## config.mk

```make
export PLATFORM = sky130hd
export DESIGN_NAME = countdown_timer_flat
export DESIGN_NICKNAME = d
export VERILOG_FILES = /design/src/rtl/countdown_timer_if.sv /design/src/rtl/countdown_timer.sv /design/src/flat_wrapper.sv
export SDC_FILE = /design/constraint.sdc
export NUM_CORES = 1
export LEC_CHECK = 0
export CAP_MARGIN = 15
export CORE_MARGIN = 10
export CORE_UTILIZATION = 58
export DETAILED_ROUTE_END_ITERATION = 7
export PLACE_DENSITY_LB_ADDON = 0.15
export SYNTH_ARGS = -nofsm -noshare
export SYNTH_HDL_FRONTEND = slang
export SYNTH_SLANG_ARGS = --single-unit
```

## constraint.sdc

```tcl
create_clock -name clock -period 2.46 [get_ports clock]
set_clock_uncertainty 0.15 [all_clocks]
set_input_delay 0.246 -clock clock [delete_from_list [all_inputs] [get_ports clock]]
set_output_delay 0.246 -clock clock [all_outputs]
set_load 0.03 [all_outputs]
```

## src/rtl/countdown_timer_if.sv

```systemverilog
// Groups the load request and the timer outputs exchanged with the alarm FSM and display driver.
// Purely combinational bundle; no storage.
// No backpressure: start_timer is a one-cycle request, outputs are continuously valid.
//
// Signals:
//   value          seconds to load (sampled with start_timer)
//   start_timer    one-cycle load/restart request
//   one_hz_enable  one-cycle pulse every CLK_FREQ cycles
//   two_hz_enable  one-cycle pulse every CLK_FREQ/2 cycles
//   expired        countdown reached zero
//   timer_count    remaining seconds
interface countdown_timer_if;
    logic [3:0] value;
    logic       start_timer;
    logic       one_hz_enable;
    logic       two_hz_enable;
    logic       expired;
    logic [3:0] timer_count;

    // Requester side (alarm FSM / test driver)
    modport master (
        output value,
        output start_timer,
        input  one_hz_enable,
        input  two_hz_enable,
        input  expired,
        input  timer_count
    );

    // Timer side
    modport slave (
        input  value,
        input  start_timer,
        output one_hz_enable,
        output two_hz_enable,
        output expired,
        output timer_count
    );
endinterface

```

## src/rtl/countdown_timer.sv

```systemverilog
// Seconds countdown timer with free-running 1 Hz / 2 Hz prescaler for the anti-theft controller.
// Latency: load visible 1 cycle after start_timer; count steps on each sampled one_hz_enable.
// No backpressure: start_timer always accepted and overrides any in-flight count or tick.
//
// Ports:
//   clock   system clock, rising edge
//   reset   asynchronous active-low reset
//   tif     countdown_timer_if.slave (value, start_timer in; enables, expired, timer_count out)
//
// Build option: define TIMER_EXPIRED_PULSE_EN to make expired a one-cycle pulse on entry
// to DONE; otherwise expired is a level held until the next start_timer or reset.
module countdown_timer #(
    parameter int CLK_FREQ = 100_000_000   // cycles per second, even and >= 4
) (
    input  logic              clock,
    input  logic              reset,
    countdown_timer_if.slave  tif
);

    localparam int HALF = CLK_FREQ / 2;
    localparam int PCW  = (HALF > 1) ? $clog2(HALF) : 1;
    localparam logic [PCW-1:0] PC_MAX = PCW'(HALF - 1);
    localparam logic [PCW-1:0] PC_ONE = PCW'(1);

    typedef enum logic [1:0] {
        IDLE = 2'd0,
        RUN  = 2'd1,
        DONE = 2'd2
    } state_t;

    state_t         state_q, state_d;
    logic [PCW-1:0] pc_q, pc_d;
    logic           ph_q, ph_d;
    logic [3:0]     cnt_q, cnt_d;
    logic           exp_q, exp_d;

    logic           pc_wrap;
    logic           two_hz;
    logic           one_hz;

    // Enables are decoded from registered prescaler state, so they read 0 in reset
    // (pc = 0 never equals HALF-1 because HALF >= 2).
    assign pc_wrap = (pc_q == PC_MAX);
    assign two_hz  = pc_wrap;
    assign one_hz  = pc_wrap & ph_q;

    always_ff @(posedge clock or negedge reset) begin
        if (!reset) begin
            state_q <= IDLE;
            pc_q    <= '0;
            ph_q    <= 1'b0;
            cnt_q   <= 4'd0;
            exp_q   <= 1'b0;
        end else begin
            state_q <= state_d;
            pc_q    <= pc_d;
            ph_q    <= ph_d;
            cnt_q   <= cnt_d;
            exp_q   <= exp_d;
        end
    end

    always_comb begin
        state_d = state_q;
        cnt_d   = cnt_q;
        exp_d   = exp_q;

        // Free-running prescaler; ph marks the second half of each second.
        if (pc_wrap) begin
            pc_d = '0;
            ph_d = ~ph_q;
        end else begin
            pc_d = pc_q + PC_ONE;
            ph_d = ph_q;
        end

        if (tif.start_timer) begin
            // Load wins over a coincident tick; prescaler realigns to this edge so the
            // first full second is counted from the restart.
            pc_d  = '0;
            ph_d  = 1'b0;
            cnt_d = tif.value;
            if (tif.value == 4'd0) begin
                exp_d   = 1'b1;
                state_d = DONE;
            end else begin
                exp_d   = 1'b0;
                state_d = RUN;
            end
        end else begin
            case (state_q)
                IDLE: begin
                    cnt_d = 4'd0;
                    exp_d = 1'b0;
                end
                RUN: begin
                    if (one_hz) begin
                        if (cnt_q > 4'd1) begin
                            cnt_d = cnt_q - 4'd1;
                        end else begin
                            // Last second (or defensive zero): never wraps below 0.
                            cnt_d   = 4'd0;
                            exp_d   = 1'b1;
                            state_d = DONE;
                        end
                    end
                end
                DONE: begin
                    cnt_d = 4'd0;
`ifdef TIMER_EXPIRED_PULSE_EN
                    exp_d = 1'b0;
`else
                    exp_d = exp_q;
`endif
                end
                default: begin
                    state_d = IDLE;
                    cnt_d   = 4'd0;
                    exp_d   = 1'b0;
                end
            endcase
        end
    end

    assign tif.one_hz_enable = one_hz;
    assign tif.two_hz_enable = two_hz;
    assign tif.expired       = exp_q;
    assign tif.timer_count   = cnt_q;

endmodule

```

## src/flat_wrapper.sv

```systemverilog
// flat-port wrapper written by rule: the top's interface ports become plain ports
module countdown_timer_flat 
#(
    parameter int CLK_FREQ = 100_000_000                                      
)
  (clock, reset, tif_value, tif_start_timer, tif_one_hz_enable, tif_two_hz_enable, tif_expired, tif_timer_count);
  countdown_timer_if tif_i ();
  input  logic clock;
  input  logic reset;
  input wire logic [$bits(tif_i.value)-1:0] tif_value;
  input wire logic [$bits(tif_i.start_timer)-1:0] tif_start_timer;
  output wire logic [$bits(tif_i.one_hz_enable)-1:0] tif_one_hz_enable;
  output wire logic [$bits(tif_i.two_hz_enable)-1:0] tif_two_hz_enable;
  output wire logic [$bits(tif_i.expired)-1:0] tif_expired;
  output wire logic [$bits(tif_i.timer_count)-1:0] tif_timer_count;
  assign tif_i.value = tif_value;
  assign tif_i.start_timer = tif_start_timer;
  assign tif_one_hz_enable = tif_i.one_hz_enable;
  assign tif_two_hz_enable = tif_i.two_hz_enable;
  assign tif_expired = tif_i.expired;
  assign tif_timer_count = tif_i.timer_count;
  countdown_timer #(.CLK_FREQ(CLK_FREQ)) u_core (.clock(clock), .reset(reset), .tif(tif_i));
endmodule
```

==> out/qor.log, run 1 <==
qor: run_status.run_status finished clean
qor: synthesis.post_synth_edffs 0
qor: setup_path.worst_path_largest_cell_delay 440 ps
qor: placement.io_buffers 13
qor: cells_and_area.layout.area.seq 851 sq um
qor: synthesis.syn_area_per_cell 9.54 sq um
qor: pwr.p_leak 0.000871 uW
qor: clock_tree.tritoncts yes
qor: detailed_routing.post_drt_via_cell_ratio 6.17
qor: synthesis.distinct_cells_synth 44
qor: clock_tree.cts.reportedPaths.clkPinSlew 110 ps
qor: detailed_routing.totalWireLength 4.48 mm
qor: global_route.grt_pass1_wl 8.07 mm
qor: setup_path.worst_path_dominant_cell_family simple AND/OR/NAND/NOR gates
qor: cells_and_area.final_design_area_no_fill 2240 sq um
qor: timing.setup-tns-final 0 ps
qor: setup_path.worstSetupStartpoint u_core.pc_q[10]$_DFF_PN0_
qor: detailed_routing.drc 0
qor: setup_path.crit_path_end_kind output port
qor: setup_path.path_max_fanout 6
qor: timing.maxSlewHeadroom 0.649
qor: floorplanning.die_w 78.2 um
qor: clock_tree.clock_sink_count 34
qor: cells_and_area.layout-drive-gt1-share 0.128
qor: timing.report.final.hold_viol_count 0
qor: synthesis.muxShareOfSynthArea 0.0102
qor: floorplanning.die_area 6110 sq um
qor: cells_and_area.utilization 0.677
qor: setup_path.timing.critical_path.slowest_stage_cell dfrtp_1
qor: cells_and_area.num_antenna_cells 0
qor: placement.globalplace.congestion 0.914
qor: cells_and_area.multi_input_area 1050 sq um
qor: synthesis.seq_area_frac_synth 0.433
qor: detailed_routing.drtPass1Iterations 4
qor: synthesis.synth-compound-area-share 0.143
qor: setup_path.worstPathRequired 2060 ps
qor: cells_and_area.nets 235
qor: synthesis.synthesis.nets 216
qor: synthesis.synthAdderAreaFrac 0.0191
qor: timing.setup_repair_after_global_routing_missed_its_margin no
qor: timing.worst_slew_pin_slew 527 ps
qor: synthesis.netlist_area 1960 sq um
qor: timing.finalHoldWorstSlack 157 ps
qor: clock_tree.cts_max_level 2
qor: synthesis.yosys_warnings 0
qor: synthesis.synthArstFlopShare 1.00
qor: setup_path.critPathKind reg -> out
qor: synthesis.synth_largest_type_area_fraction 0.433
qor: synthesis.synth.ff_latch_count 34
qor: setup_path.cp_num_buf_inv 1
qor: synthesis.synth_top_family_by_area simple AND/OR/NAND/NOR gates
qor: timing.drv_slew 0
qor: setup_path.timing.critical_path.cells nor4_1, nand4_2, nor2_1, clkdlybuf4s15_1
qor: clock_tree.cts-root-buf clkbuf_4
qor: placement.placedInstanceArea 2170 sq um
qor: global_route.grt_antenna_before_repair 0
qor: floorplanning.design.core.area 3310 sq um
qor: timing.finalCriticalPeriod 2290 ps
qor: timing.maximum_clock_frequency 436 MHz
qor: clock_tree.tritoncts_buffers 5
qor: synthesis.synth_cells 206
qor: floorplanning.std_cell_rows 21
qor: timing.finalSetupViolCount 0
qor: setup_path.worstRegToRegCells 6
qor: clock_tree.clock_tree.buffer_depth 2
qor: synthesis.synth_simple_gate_area_frac 0.298
qor: pwr.powerDensity 497 nW/um^2
qor: worst_hold_path.hold_path.class in -> async
qor: setup_path.critPathLaunchType register
qor: synthesis.synth_top_cell_by_area dfrtp_1
qor: cells_and_area.fillers 287
qor: clock_tree.worst_skew_pair.late_latency 340 ps
qor: cells_and_area.synthToLayoutAreaGrowth 14.1%
qor: detailed_routing.post_drt_wl_per_cell 16.5 um
qor: global_route.first_global_vias 1670
qor: synthesis.post_synth_main_area_contributors dfrtp_1, o31ai_1, or4_1
qor: global_route.grt_util_all_layers 0.159
qor: global_route.grt_max_degree 35
qor: floorplanning.initial_util 0.593
qor: detailed_routing.dr_total_vias 1679
qor: timing.fin_crit_sh 0.932
qor: setup_path.path_depth 4
qor: detailed_routing.drtIter0Drc 197
qor: detailed_routing.ant_nets 0
qor: setup_path.rr_startpoint u_core.pc_q[0]$_DFF_PN0_
qor: run.max_cap_viol_count 0
qor: pwr.max-vdd-ir-drop 0.000309 V
qor: floorplanning.io_pins 14
qor: setup_path.timing.critical_path.arrival 1900 ps
qor: floorplanning.y_dimension_of_the_die 78.2 um
qor: global_route.grt.overflow.total 0
qor: synthesis.xor_xnor_share_of_the_synthesized_area 0.0624
qor: synthesis.postSynth.topFlopCell dfrtp_1
qor: placement.hpwlAfterDp 3.21 mm
## path summary, 6_finish.rpt
kind                            slack, ps                                    end
min in group clock                    320  u_core.tif.timer_count[2]$_DFFE_PN0P_
worst min-delay path                  160  u_core.tif.timer_count[2]$_DFFE_PN0P_
max in group asynchronous            1670               u_core.pc_q[2]$_DFF_PN0_
worst max register to register        360              u_core.pc_q[20]$_DFF_PN0_
worst min register to register        340               u_core.pc_q[0]$_DFF_PN0_
worst max-delay path                  170                      tif_one_hz_enable
## cells by family (layout without fill, tap and decap cells)
group,after synthesis,count (layout)
buf+inv,15,35
compound gates,42,42
xor+xnor,14,14
mux,2,2
flops,34,34
simple gates,96,96
fa+ha+maj,3,3
## per-layer routing
metal / wire [um] / vias up / track usage
met5: 0 / - / 0
li1: - / 814 / -
met1: 2030 / 841 / 0.196
met4: 41 / 0 / 0.0520
met3: 109 / 4 / 0.0444
met2: 2300 / 20 / 0.263
## report_power, final
group          leakage (uW)  switching (uW)  total, uW  internal (uW)
combinational      0.000364            75.8        139           63.0
clock             0.0000446             186        381            195
sequential         0.000462            20.0        594            574
total              0.000871             282       1110            832
## stage by stage
stage / instances / total power (uW) / setup slack (ps)
final: 272 / 1110 / 167
after global placement: 264 / 741 / 248
after CTS: 272 / 1130 / 106
after floorplan: 206 / 682 / 523
after detailed placement: 264 / 745 / 202
after global routing: 272 / 1170 / 12.8
## Yosys cell counts (all sizes together), types with 4 or more instances
cell,instances
xor2,6
nor4,4
nor3,4
dfrtp,34
or4,12
and4,5
xnor2,8
o31ai,13
and3,4
buf,8
nand4,11
inv,6
nand2,12
nand3,9
o21ai,5
a21oi,14
nor2,20
## flip-flops by register name, summed over array words and instances, names as in the netlist
name,cells
u_core.pc_q,26
u_core.tif.timer_count,4
u_core.state_q,2
u_core.ph_q,1
u_core.tif.expired,1
## cell usage in the layout (no fill, tap or decap), types with 3 or more instances in the layout
cell type,synthesis,layout
nand2_1,11,11
xnor2_1,8,8
inv_1,6,6
ha_1,3,3
clkbuf_8,0,3
nand3_2,3,3
and3_1,3,3
buf_4,0,8
nor4_1,4,4
clkdlybuf4s50_1,0,11
o31ai_1,13,13
nor2_1,20,20
nand4_1,10,10
clkbuf_4,0,5
and4_1,3,3
o21ai_0,5,5
or3_1,3,3
nor3_1,4,4
dfrtp_1,34,34
a21oi_1,14,14
nand3_1,6,6
xor2_1,6,6
or4_1,12,12
## area by class of cell
| cell class | count | area share |
|---|---|---|
| Timing Repair Buffer | 21 | 0.0826 |
| Tap cell | 46 | 0.0257 |
| Inverter | 6 | 0.0100 |
| Clock buffer | 8 | 0.0352 |
| Multi-Input combinational cell | 157 | 0.467 |
| Sequential cell | 34 | 0.379 |
## repair_timing
action	CTS	global route
setup buffers	0	0
cloned	0	0
hold buffers	0	0
resized for setup	2	3
setup endpoints to repair	2	2
## worst register-to-register path: cells and delay by family, from the launching register on
kind	cells	cell delay, ps
AOI/OAI and AO/OA	1	160
DFF	1	400
buffers and inverters	1	150
adders and majority gates	1	240
and+or+nand+nor	3	940
Note: power is estimated with default switching activity, not from simulation.
==> run 2: changes to the inputs <==
Settings changed: GPL_TIMING_DRIVEN set to 0.
==> out/qor.log, run 2 (same netlist as run 1, synthesis figures left out) <==
qor: floorplanning.die_area 6110 sq um [unchanged]
qor: cells_and_area.num_antenna_cells 0 [unchanged]
qor: placement.hpwlAfterDp 3.20 mm [-0.19%]
qor: detailed_routing.post_drt_wl_per_cell 16.4 um [-0.16%]
qor: floorplanning.y_dimension_of_the_die 78.2 um [unchanged]
qor: setup_path.critPathKind reg -> reg
qor: detailed_routing.dr_total_vias 1734 [+3.3%]
qor: floorplanning.initial_util 0.593 [unchanged]
qor: timing.finalSetupViolCount 0 [unchanged]
qor: clock_tree.cts-root-buf clkbuf_4
qor: pwr.powerDensity 547 nW/um^2 [+10%]
qor: timing.setup_repair_after_global_routing_missed_its_margin no
qor: global_route.grt_pass1_wl 7.55 mm [-6.4%]
qor: timing.finalCriticalPeriod 2260 ps [-36.0 ps]
qor: setup_path.worst_path_dominant_cell_family buffers and inverters
qor: timing.worst_slew_pin_slew 755 ps [+228 ps]
qor: placement.io_buffers 13 [unchanged]
qor: setup_path.cp_num_buf_inv 3 [+2]
qor: setup_path.worst_path_largest_cell_delay 390 ps [-50 ps]
qor: cells_and_area.layout_commonest_cell dfrtp_1
qor: cells_and_area.top_register u_core.pc_q
qor: setup_path.worstPathRequired 2560 ps [+500 ps]
qor: floorplanning.std_cell_rows 21 [unchanged]
qor: worst_hold_path.hold_path.class in -> reg
qor: detailed_routing.totalWireLength 4.62 mm [+3.1%]
qor: timing.finalHoldWorstSlack 317 ps [+160 ps]
qor: cells_and_area.largest_register_ffs 26 [unchanged]
qor: run_status.run_status finished clean
qor: cells_and_area.layout-drive-gt1-share 0.170 [+0.0419]
qor: run.max_cap_viol_count 0 [unchanged]
qor: detailed_routing.drtPass1Iterations 4 [unchanged]
qor: placement.globalplace.congestion 0.895 [-2.1%]
qor: timing.drv_slew 0 [unchanged]
qor: clock_tree.cts.reportedPaths.clkPinSlew 120 ps [about the same]
qor: detailed_routing.ant_nets 0 [unchanged]
qor: detailed_routing.drtIter0Drc 171 [-13%]
qor: floorplanning.io_pins 14 [unchanged]
qor: detailed_routing.drc 0 [unchanged]
qor: global_route.grt_max_degree 35 [unchanged]
qor: pwr.p_leak 0.000934 uW [+7.2%]
qor: setup_path.critPathLaunchType register
qor: clock_tree.tritoncts_buffers 5 [unchanged]
qor: clock_tree.tritoncts yes
qor: timing.fin_crit_sh 0.917 [-0.0146]
qor: placement.placedInstanceArea 2150 sq um [-0.98%]
qor: global_route.grt.overflow.total 0 [unchanged]
qor: timing.maxSlewHeadroom 0.497 [-0.152]
qor: setup_path.timing.critical_path.cells ha_2, and4_1, buf_2, nand4_1, buf_4, o21bai_2, buf_2, nor2_1
qor: global_route.first_global_vias 1580 [-5.4%]
qor: clock_tree.clock_tree.buffer_depth 2 [unchanged]
qor: cells_and_area.final_design_area_no_fill 2310 sq um [+3.2%]
qor: setup_path.timing.critical_path.slowest_stage_cell dfrtp_1
qor: global_route.grt_antenna_before_repair 0 [unchanged]
qor: cells_and_area.synthToLayoutAreaGrowth 17.8%
qor: cells_and_area.fillers 284 [-1.0%]
qor: pwr.max-vdd-ir-drop 0.000337 V [+8.9%]
qor: cells_and_area.commonest_cells_after_routing_fill_and_taps_aside dfrtp_1, nor2_1, a21oi_1, o31ai_1, or4_1
qor: global_route.grt_util_all_layers 0.153 [-0.00607]
qor: setup_path.path_max_fanout 10 [+4]
qor: clock_tree.worst_skew_pair.late_latency 370 ps [+30 ps]
qor: floorplanning.design.core.area 3310 sq um [unchanged]
qor: setup_path.timing.critical_path.mode_cell buf_2
qor: setup_path.timing.critical_path.arrival 2360 ps [+460 ps]
qor: floorplanning.die_w 78.2 um [unchanged]
qor: detailed_routing.post_drt_via_cell_ratio 6.17 [about the same]
qor: clock_tree.cts_max_level 2 [unchanged]
qor: clock_tree.clock_sink_count 34 [unchanged]
qor: timing.maximum_clock_frequency 443 MHz [+1.6%]
qor: cells_and_area.nets 244 [+3.8%]
qor: timing.report.final.hold_viol_count 0 [unchanged]
qor: setup_path.crit_path_end_kind register
## run 2: changes by cell type in the layout (fill, tap and decap cells not counted), sizes merged
cell	previous run	this run
dlygate4sd3	0	1
clkdlybuf4s15	1	0
clkinv	0	1
buf	8	18
clkdlybuf4s50	11	10
clkbuf	9	6
bufinv	0	2
## run 2: per-layer routing
layer	vias up	wire length [um]	global-route usage
li1	831	-	-
met1	850	2060	0.196
met2	47	2220	0.237
met3	6	285	0.0558
met4	0	55	0.0466
met5	-	0	0
## run 2: power by group
group	internal, uW	switching (uW)
registers	574	18.4
clock network	318	212
logic	62.2	80.2
total	954	311
## run 2: stage by stage
step | utilization | setup TNS [ps] | setup slack, ps | instances | total power [uW]
CTS | 0.684 | -62.2 | -62.2 | 274 | 1270
detailed placement | 0.649 | -21.9 | -21.9 | 265 | 743
finish | 0.699 | 0 | 203 | 281 | 1270
global placement | 0.650 | 0 | 24.9 | 265 | 737
global route | 0.699 | 0 | 43.4 | 281 | 1320
floorplan | - | 0 | 523 | 206 | 682
## run 2: area by class of cell
class / instances / area (sq um) / share of cell area
well taps: 46 / 57.6 / 0.0249
plain buffers: 9 / 43.8 / 0.0189
clock inverters: 3 / 68.8 / 0.0297
flip-flops and latches: 34 / 851 / 0.368
multi-input cells: 157 / 1060 / 0.456
clock buffers: 5 / 37.5 / 0.0162
repair buffers: 21 / 178 / 0.0768
inverters: 6 / 22.5 / 0.00973
## run 2: repair_timing
item                                    in CTS  in global routing
gates resized for setup                      6                  6
hold buffers                                 1                  0
pin swaps                                    0                  3
endpoints found under the setup margin       2                  2
setup buffers                                0                  7
hold endpoints to repair                    34                  0
## run 2: path summary, 6_finish.rpt
check	slack (ps)	end	depth (start not counted)	from
worst max-delay path	200	u_core.pc_q[5]$_DFF_PN0_	8	u_core.pc_q[0]$_DFF_PN0_
worst min-delay path	320	u_core.tif.timer_count[2]$_DFFE_PN0P_	3	tif_value[2]
worst max register to register	200	u_core.pc_q[5]$_DFF_PN0_	8	u_core.pc_q[0]$_DFF_PN0_
worst min register to register	370	u_core.tif.expired$_DFFE_PN0P_	1	u_core.tif.expired$_DFFE_PN0P_
max in group asynchronous	1320	u_core.pc_q[4]$_DFF_PN0_	2	reset
min in group asynchronous	360	u_core.pc_q[8]$_DFF_PN0_	2	reset
## run 2: worst register-to-register path, cell delays in order, from the launching register on
cell and delay [ps]:
dfrtp_1 390, ha_2 220, and4_1 180, buf_2 180, nand4_1 170, buf_4 180, o21bai_2 280, buf_2 300
nor2_1 80
